--- config.mk ---
export PLATFORM = sky130hd
export DESIGN_NAME = multicycle_controller
export DESIGN_NICKNAME = d
export VERILOG_FILES = /design/src/rtl/multicycle_controller_pkg.sv /design/src/rtl/multicycle_controller_output_decoder.sv /design/src/rtl/multicycle_controller.sv
export SDC_FILE = /design/constraint.sdc
export NUM_CORES = 1
export LEC_CHECK = 0
export BUFFER_PORTS_ARGS = -buffer_cell sky130_fd_sc_hd__buf_2
export CAP_MARGIN = 20
export CORE_MARGIN = 1.5
export CORE_UTILIZATION = 41
export DETAILED_ROUTE_END_ITERATION = 8
export PLACE_DENSITY = 0.85
export SETUP_SLACK_MARGIN = 0.05
export SLEW_MARGIN = 20
export SYNTH_ARGS = -nofsm -noshare
export SYNTH_HDL_FRONTEND = slang
export SYNTH_SLANG_ARGS = --single-unit
--- constraint.sdc ---
create_clock -name clock -period 1.7 [get_ports clock]
set_clock_uncertainty 0.2 [all_clocks]
set_input_delay 0.255 -clock clock [delete_from_list [all_inputs] [get_ports clock]]
set_output_delay 0.255 -clock clock [all_outputs]
set_load 0.03 [all_outputs]
--- src/rtl/multicycle_controller_pkg.sv ---
// Shared opcodes, state codes and control-word encodings for the multicycle controller.
// MULTICYCLE_CONTROLLER_TRAP_EN adds the TRAP state and the illegal-instruction flag.
package multicycle_controller_pkg;

    localparam logic [6:0] OP_LW   = 7'b0000011;
    localparam logic [6:0] OP_SW   = 7'b0100011;
    localparam logic [6:0] OP_R    = 7'b0110011;
    localparam logic [6:0] OP_BEQ  = 7'b1100011;
    localparam logic [6:0] OP_IALU = 7'b0010011;
    localparam logic [6:0] OP_JAL  = 7'b1101111;
    localparam logic [6:0] OP_LUI  = 7'b0110111;

    typedef enum logic [3:0] {
        S_FETCH    = 4'd0,
        S_DECODE   = 4'd1,
        S_MEMADR   = 4'd2,
        S_MEMREAD  = 4'd3,
        S_MEMWB    = 4'd4,
        S_MEMWRITE = 4'd5,
        S_EXECR    = 4'd6,
        S_EXECI    = 4'd7,
        S_ALUWB    = 4'd8,
        S_BEQ      = 4'd9,
        S_JAL      = 4'd10,
`ifdef MULTICYCLE_CONTROLLER_TRAP_EN
        S_LUI      = 4'd11,
        S_TRAP     = 4'd12
`else
        S_LUI      = 4'd11
`endif
    } state_e;

    localparam logic [1:0] SRCA_PC    = 2'b00;
    localparam logic [1:0] SRCA_OLDPC = 2'b01;
    localparam logic [1:0] SRCA_RD1   = 2'b10;
    localparam logic [1:0] SRCA_ZERO  = 2'b11;

    localparam logic [1:0] SRCB_RD2  = 2'b00;
    localparam logic [1:0] SRCB_IMM  = 2'b01;
    localparam logic [1:0] SRCB_FOUR = 2'b10;

    localparam logic [1:0] RES_ALUOUT = 2'b00;
    localparam logic [1:0] RES_RDATA  = 2'b01;
    localparam logic [1:0] RES_ALURES = 2'b10;

    localparam logic [1:0] ALU_ADD   = 2'b00;
    localparam logic [1:0] ALU_SUB   = 2'b01;
    localparam logic [1:0] ALU_FUNCT = 2'b10;

    typedef struct packed {
        logic       pc_update;
        logic       branch;
        logic       address_select;
        logic       memory_write;
        logic       instruction_write;
        logic       reg_write;
`ifdef MULTICYCLE_CONTROLLER_TRAP_EN
        logic       illegal;
`endif
        logic [1:0] result_select;
        logic [1:0] src_a;
        logic [1:0] src_b;
        logic [1:0] alu_op;
    } ctrl_word_t;

endpackage

--- src/rtl/multicycle_controller_output_decoder.sv ---
// Pure state-to-control-word decode; input-dependent qualification is applied in the top.
import multicycle_controller_pkg::*;

module controller_output_decoder #(
    parameter int STATE_WIDTH = 4
) (
    input  logic [STATE_WIDTH-1:0] state,
    output ctrl_word_t             cw
);

    always_comb begin
        cw = '0;
        case (state)
            STATE_WIDTH'(S_FETCH): begin
                cw.pc_update         = 1'b1;
                cw.instruction_write = 1'b1;
                cw.src_a             = SRCA_PC;
                cw.src_b             = SRCB_FOUR;
                cw.alu_op            = ALU_ADD;
                cw.result_select     = RES_ALURES;
            end
            STATE_WIDTH'(S_DECODE): begin
                cw.src_a = SRCA_OLDPC;
                cw.src_b = SRCB_IMM;
            end
            STATE_WIDTH'(S_MEMADR): begin
                cw.src_a = SRCA_RD1;
                cw.src_b = SRCB_IMM;
            end
            STATE_WIDTH'(S_MEMREAD): begin
                cw.address_select = 1'b1;
                cw.result_select  = RES_ALUOUT;
            end
            STATE_WIDTH'(S_MEMWB): begin
                cw.result_select = RES_RDATA;
                cw.reg_write     = 1'b1;
            end
            STATE_WIDTH'(S_MEMWRITE): begin
                cw.address_select = 1'b1;
                cw.memory_write   = 1'b1;
                cw.result_select  = RES_ALUOUT;
            end
            STATE_WIDTH'(S_EXECR): begin
                cw.src_a  = SRCA_RD1;
                cw.src_b  = SRCB_RD2;
                cw.alu_op = ALU_FUNCT;
            end
            STATE_WIDTH'(S_EXECI): begin
                cw.src_a  = SRCA_RD1;
                cw.src_b  = SRCB_IMM;
                cw.alu_op = ALU_FUNCT;
            end
            STATE_WIDTH'(S_ALUWB): begin
                cw.result_select = RES_ALUOUT;
                cw.reg_write     = 1'b1;
            end
            STATE_WIDTH'(S_BEQ): begin
                cw.src_a         = SRCA_RD1;
                cw.src_b         = SRCB_RD2;
                cw.alu_op        = ALU_SUB;
                cw.result_select = RES_ALUOUT;
                cw.branch        = 1'b1;
            end
            STATE_WIDTH'(S_JAL): begin
                cw.src_a         = SRCA_OLDPC;
                cw.src_b         = SRCB_FOUR;
                cw.alu_op        = ALU_ADD;
                cw.result_select = RES_ALUOUT;
                cw.pc_update     = 1'b1;
            end
            STATE_WIDTH'(S_LUI): begin
                cw.src_a = SRCA_ZERO;
                cw.src_b = SRCB_IMM;
            end
`ifdef MULTICYCLE_CONTROLLER_TRAP_EN
            STATE_WIDTH'(S_TRAP): cw.illegal = 1'b1;
`endif
            default: cw = '0;
        endcase
    end

endmodule

--- src/rtl/multicycle_controller.sv ---
// Multicycle RISC-V style control FSM; MULTICYCLE_CONTROLLER_TRAP_EN traps undefined opcodes.
import multicycle_controller_pkg::*;

module multicycle_controller #(
    parameter int STATE_WIDTH = 4
) (
    input  logic       clock,
    input  logic       reset,
    input  logic [6:0] opcode,
    input  logic       zero,
    input  logic       memory_ready,
    output logic       pc_write,
    output logic       address_select,
    output logic       memory_write,
    output logic       instruction_write,
    output logic       reg_write,
    output logic [1:0] result_select,
    output logic [1:0] ALU_src_a,
    output logic [1:0] ALU_src_b,
    output logic [1:0] ALU_op,
    output logic       illegal_instruction
);

    logic [STATE_WIDTH-1:0] state_q, state_d;
    ctrl_word_t             cw;
    logic                   fetch_qual;

    always_ff @(posedge clock) begin
        if (reset) state_q <= STATE_WIDTH'(S_FETCH);
        else       state_q <= state_d;
    end

    always_comb begin
        state_d = STATE_WIDTH'(S_FETCH);
        case (state_q)
            STATE_WIDTH'(S_FETCH):
                state_d = memory_ready ? STATE_WIDTH'(S_DECODE) : STATE_WIDTH'(S_FETCH);
            STATE_WIDTH'(S_DECODE): begin
                case (opcode)
                    OP_LW, OP_SW: state_d = STATE_WIDTH'(S_MEMADR);
                    OP_R:         state_d = STATE_WIDTH'(S_EXECR);
                    OP_IALU:      state_d = STATE_WIDTH'(S_EXECI);
                    OP_BEQ:       state_d = STATE_WIDTH'(S_BEQ);
                    OP_JAL:       state_d = STATE_WIDTH'(S_JAL);
                    OP_LUI:       state_d = STATE_WIDTH'(S_LUI);
`ifdef MULTICYCLE_CONTROLLER_TRAP_EN
                    default:      state_d = STATE_WIDTH'(S_TRAP);
`else
                    default:      state_d = STATE_WIDTH'(S_FETCH);
`endif
                endcase
            end
            STATE_WIDTH'(S_MEMADR): begin
                case (opcode)
                    OP_LW:   state_d = STATE_WIDTH'(S_MEMREAD);
                    OP_SW:   state_d = STATE_WIDTH'(S_MEMWRITE);
                    default: state_d = STATE_WIDTH'(S_FETCH);
                endcase
            end
            STATE_WIDTH'(S_MEMREAD):
                state_d = memory_ready ? STATE_WIDTH'(S_MEMWB) : STATE_WIDTH'(S_MEMREAD);
            STATE_WIDTH'(S_MEMWRITE):
                state_d = memory_ready ? STATE_WIDTH'(S_FETCH) : STATE_WIDTH'(S_MEMWRITE);
            STATE_WIDTH'(S_EXECR), STATE_WIDTH'(S_EXECI),
            STATE_WIDTH'(S_JAL),   STATE_WIDTH'(S_LUI):
                state_d = STATE_WIDTH'(S_ALUWB);
`ifdef MULTICYCLE_CONTROLLER_TRAP_EN
            STATE_WIDTH'(S_TRAP):
                state_d = STATE_WIDTH'(S_TRAP);
`endif
            // MEMWB, ALUWB, BEQ and any unreachable code return to FETCH
            default:
                state_d = STATE_WIDTH'(S_FETCH);
        endcase
    end

    controller_output_decoder #(.STATE_WIDTH(STATE_WIDTH)) u_decoder (
        .state (state_q),
        .cw    (cw)
    );

    // FETCH's pc/IR strobes wait on memory; other states are unconditional
    assign fetch_qual = (state_q != STATE_WIDTH'(S_FETCH)) | memory_ready;

    assign pc_write          = ~reset & ((cw.pc_update & fetch_qual) | (cw.branch & zero));
    assign instruction_write = ~reset & cw.instruction_write & fetch_qual;
    assign memory_write      = ~reset & cw.memory_write;
    assign reg_write         = ~reset & cw.reg_write;
    assign address_select    = cw.address_select;
    assign result_select     = cw.result_select;
    assign ALU_src_a         = cw.src_a;
    assign ALU_src_b         = cw.src_b;
    assign ALU_op            = cw.alu_op;
`ifdef MULTICYCLE_CONTROLLER_TRAP_EN
    assign illegal_instruction = ~reset & cw.illegal;
`else
    assign illegal_instruction = 1'b0;
`endif

endmodule

* Word-level counts from Yosys, hierarchy flattened
Cells that the tools add are included.
** Cells by class
- Equality and inequality tests :: 18
- Muxes and demuxes :: 15
- Bitwise logic cells :: 10
- Reductions and logical operators :: 10
** Operators with widths (number)
- 4-bit one-hot mux with 6 select lines :: 3
- 7-bit by 6-bit == test with 1-bit output (second input constant) :: 3
- 4-bit by 3-bit == test with 1-bit output (second input constant) :: 4
- 4-bit == test (second input constant) :: 4
- 7-bit == test (second input constant) :: 2
- 2-bit OR reduction :: 7
- 4-bit by 2-bit == test with 1-bit output (second input constant) :: 2
- 2-bit one-hot mux with 2 select lines :: 2
- 1-bit bitwise AND :: 7
- 7-bit by 2-bit == test with 1-bit output (second input constant) :: 1
- 7-bit by 5-bit == test with 1-bit output (second input constant) :: 1
- 1-bit two-way mux :: 7
- 3-bit two-way mux :: 2
- 3-bit one-hot mux with 2 select lines :: 1
- 4-bit by 1-bit == test with 1-bit output (second input constant) :: 1
- 4-bit logical NOT :: 1
- 4-bit nonzero test :: 1
- 4-bit OR reduction :: 1
- 1-bit OR :: 2
- 1-bit NOT :: 1
** Word-level totals
- Flip-flop bits (word level) :: 4
- Output and inout port bits :: 14

* Logic depth before layout (Yosys ltp)
- Depth after elaboration :: 6
- Gate-level depth with buffers :: 5
- Mapped depth without buffers :: 4

* Modules after synthesis
Synthesis repeated with hierarchy kept, for this count alone.
** Unflattened totals
- Cell total of the unflattened synthesis :: 90
- Area, all modules :: 660.6 µm²
** Modules (own cells, without submodules)
- multicycle_controller :: times used 1, cells each 59, area each 447.9 µm², sequential area each 80.1 µm²
- controller_output_decoder :: times used 1, cells each 31, area each 212.7 µm², sequential area each 0.0 µm²

* Worst setup path before layout
No wires, ideal clock.
- Path type :: register to output
- Start :: reg state_q[3]
- End :: out instruction_write
- Arrival time :: 1717 ps
- Data required time :: 1245 ps
- Slack :: -472 ps
- Cell stages (with the launch flop) :: 4
- Buffers on the path :: 1
- Cells stage by stage :: dfxtp_1 buf_6 or4_1 nor3b_1
** On the way
- Word-level cells in the longest chain between the ends :: 4
- Elaborated cells on any way between the ends :: 6
- Classes of those cells :: mux: 1; bitwise: 3; reduce/logical: 2
** RTL lines
- start, declared :: line multicycle_controller.sv:24 : logic [STATE_WIDTH-1:0] state_q, state_d;
- start signal, assigned :: line multicycle_controller.sv:29 : if (reset) state_q <= STATE_WIDTH'(S_FETCH);
- start signal, assigned :: line multicycle_controller.sv:30 : else state_q <= state_d;
- 4-bit logical NOT :: line multicycle_controller_output_decoder.sv:13 : case (state)
- 1-bit two-way mux :: line multicycle_controller_output_decoder.sv:13
- 1-bit bitwise AND :: line multicycle_controller.sv:86 : assign instruction_write = ~reset & cw.instruction_write & fetch_qual;
- 1-bit bitwise AND (*) :: line multicycle_controller.sv:86
- end, declared :: line multicycle_controller.sv:15 : output logic instruction_write,
Every way passes the cells marked *; elsewhere a longest branch is shown, timed or not.

* Final worst setup path
- Start :: reg state_q[0]
- End :: out instruction_write
The elaborated chain is that of the path after synthesis.

==> key figures <==
GRT
  – Most used routing layer in global routing: met2
  – Largest net degree at the start of global routing: 8
  – Met1 demand-to-capacity share in global routing: 0.2961
  – Global-route total usage across every layer: 0.3196
  – Initial antenna violation count: 0
  – Global-route met2 utilization: 0.6492
  – Vias in the first global route: ~820
  – First-pass GRT wire length: between 3 and 4 mm
  – Met3 usage: 0.05000
  – Total congestion overflow after global routing: 0

Detailed routing
  – Antenna Violating Nets Remaining: 0
  – Post-DR vias/cell: 6.041
  – DRC violation count after routing: 0
  – Number of DRC violations after detailed-routing iteration 0: 20
  – Number of optimization iterations in the first detailed-route pass: 4
  – Total wirelength of the detailed-routed design: 2.665 mm
  – Drt wl/cell: between 15 and 20 um
  – Total vias in the final route: 894

Power and ir drop
  – Total power: 0.3775 mW
  – Pwr dens: ~320 nW/um^2
  – Leakage component of the power: approximately 0.48 nW
  – Largest voltage drop on the vdd net: 469.8 uV

Yosys
  – Sequential-to-total area share from yosys stat: 0.1404
  – Number of flip-flops and latches in the synthesized netlist: 4
  – Count of distinct cell types in the synthesized netlist: 38
  – Dominant cell type by area after synthesis: dfxtp_1
  – Fraction of synthesized cell area taken by the top area cell type: 0.1404
  – Main area contributors after synthesis: dfxtp_1 14%, nor3_1 6.1%, nand2b_1 5.5%, nor2_1 5.3%, nand3_1 4.4%
  – Most used flip-flop cell after synthesis: dfxtp_1
  – Synth async-reset ratio: 0
  – Number of enable flip-flop cells after synthesis: 0
  – Yosys synthesis warning count: 0
  – Multiplexer fraction of the synthesized cell area: 0
  – Arithmetic-cell share of the synthesized area counting full adders, half adders and majority gates: 0
  – Share of the synthesized area in compound gates (AO/OA/AOI/OAI): 0.2346
  – Mapped Nets: just under 100
  – Avg Synthesized Cell Area: 6.558 sq um
  – Mapped Area: 570.5 sq um
  – Largest family of logic cells by synthesized area: simple AND/OR/NAND/NOR gates
  – Post-Synth Simple-Gate Area: 0.4693
  – Xor and xnor area share after synthesis: 0.04605
  – Post-Synthesis Cells: a little under 90

Layout
  – Count of inserted antenna diode cells: 0
  – Area added between synthesis and finish: 109.9%
  – Share of the core filled with cells: 0.9202
  – Max reg flops: 4
  – Commonest non-fill, non-tap cells in the layout: 24 x buf_4, 17 x buf_6, 10 x buf_2
  – Fraction of layout cells with a size suffix above 1: 0.6391
  – Register with the highest flop count: state_q
  – Filler-free cell count of the finished design: 148
  – Registers with the most flip-flops: state_q x4
  – Most common cell after layout, fill and taps aside: buf_4
  – Filler Cells Inserted: 52
  – Nets@finish: 146
  – Post-route cell area: 1197 sq um

Worst setup path
  – Category of the worst setup path launch point: flop
  – Category of the critical setup timing path: flop to primary output
  – Worst setup path startpoint: state_q[0]$_SDFF_PP0_
  – Arrival @ worst endpoint: between 1 and 1.5 ns
  – Buffering stage count on the worst path with inverters included: 1
  – Worst Setup End Kind: primary output
  – Cell with the largest stage delay on the worst path: or4_4
  – Required time of the critical path: 1.24 ns
  – Largest delay contributor family on the critical path: simple AND/OR/NAND/NOR gates
  – Launch instance of the worst register-to-register path: state_q[0]$_SDFF_PP0_
  – Top fanout value on the critical path: 4
  – Critical path's largest stage delay: 0.56 ns
  – Cell Chain, Critical Path: or4_4 > nor3b_4 > buf_6

Place
  – Total placed instance area: ~930 sq um
  – Placement Setup Slack: -0.1476 ns
  – Routability cong.: between 0.8 and 0.9
  – Dpl hpwl: 1.554 mm
  – # port buffers: 23
  – Cell count after placement: 139

Clock tree
  – Clock sink count: 4
  – TritonCTS clock tree: done
  – Cts bufs inserted: 3
  – CTS Buffer Depth: 2
  – Clock-pin slew on the worst setup and hold paths: roughly 0.040 ns
  – Clk_lat worst skew: approximately 0.23 ns
  – # H-tree levels: 1
  – Hold buffer count at cts: 0
  – Clock Root Buffer: clkbuf_4

Min path
  – Startpoint of the tightest hold check path: opcode[5]
  – Hold crit path type: input pin to flop

STA
  – Final critical-path share of the clock period: 1.141
  – Slack of the critical path: -0.2389 ns
  – Final Slew Violations: 0
  – Tmin final: 1.939 ns
  – Setup Viol. Count Final: 12
  – Endpoints failing hold: 0
  – Achievable clock frequency: 0.5158 GHz
  – Unrepaired setup endpoints after global routing: true

Floorplanning
  – Die boundary width: 40.31 um
  – Die height: 40.31 um
  – Starting density of the core: 0.4385
  – I/O pin count: 25
  – Number of placement rows: 13
  – Total die area: 1624 sq um
  – Placeable core region: 1301 sq um

Run status
  – Failing checks: setup timing
  – Outcome: finished, violations left

Run
  – Max-capacitance violation count: 0
[metal layers]
metal  up-vias  part of all wire
met1       415              0.39
li1        405                 -
met4         0             0.037
met3        18             0.052
met5         -                 0
met2        56              0.52
[cells in the mapped netlist, drive strengths merged (3+ instances only)]
library cell / instances
nor2: 8
nor3: 7
buf: 6
nand2: 6
nand2b: 5
nand3: 5
dfxtp: 4
inv: 4
o21ai: 4
a31oi: 3
o22ai: 3
[through the flow]
stage          TNS, ns  hold WS (ns)
2_1_floorplan  -0.2395        0.1465
3_3_place_gp   -0.2326        0.3710
3_5_place_dp   -0.4495        0.3767
4_1_cts         -1.349        0.1212
5_1_grt         -2.080        0.1654
6_report        -1.500        0.1402
[kinds of logic (layout without fill, tap and decap cells)]
family,Yosys count,in the layout
AOI/OAI and AO/OA,20,20
xor gates and xnor gates,3,3
DFF,4,4
and+or+nand+nor,47,47
other,1,1
buffers and inverters,12,58
[where the power goes]
group / total, mW / switching [mW] / internal [mW]
Clock: 0.114 / 0.0356 / 0.0788
Sequential: 0.0934 / 0.00236 / 0.0910
Combinational: 0.170 / 0.0936 / 0.0762
[worst reg2reg max path, stage by stage (launching register included)]
cell and delay [ns]:
dfxtp_4 0.35, buf_4 0.16, or4b_4 0.52, or4_4 0.43, a31oi_1 0.16
[worst paths after layout]
| kind | slack, ns | end | depth (start not counted) |
|---|---|---|---|
| max | -0.24 | instruction_write | 3 |
| min reg2reg | 0.52 | state_q[2]$_SDFF_PP0_ | 3 |
| min | 0.14 | state_q[2]$_SDFF_PP0_ | 3 |
| max reg2reg | -0.21 | state_q[0]$_SDFF_PP0_ | 4 |
[final cells by class]
| class | count | area, sq um | area share |
|---|---|---|---|
| clock buffer | 3 | 22.52 | 0.01881 |
| multi-input combinational | 71 | 624.3 | 0.5214 |
| timing repair buffer | 51 | 421.7 | 0.3521 |
| inverter | 4 | 15.01 | 0.01254 |
| tap | 15 | 18.77 | 0.01567 |
| sequential | 4 | 95.09 | 0.07941 |
[what timing repair did]
item | CTS | global route
setup endpoints to repair | 17 | 17
resized for setup | 39 | 19
pin swaps | 8 | 6
setup buffers | 5 | 1
No activity file was read; power rests on OpenSTA's default activity.
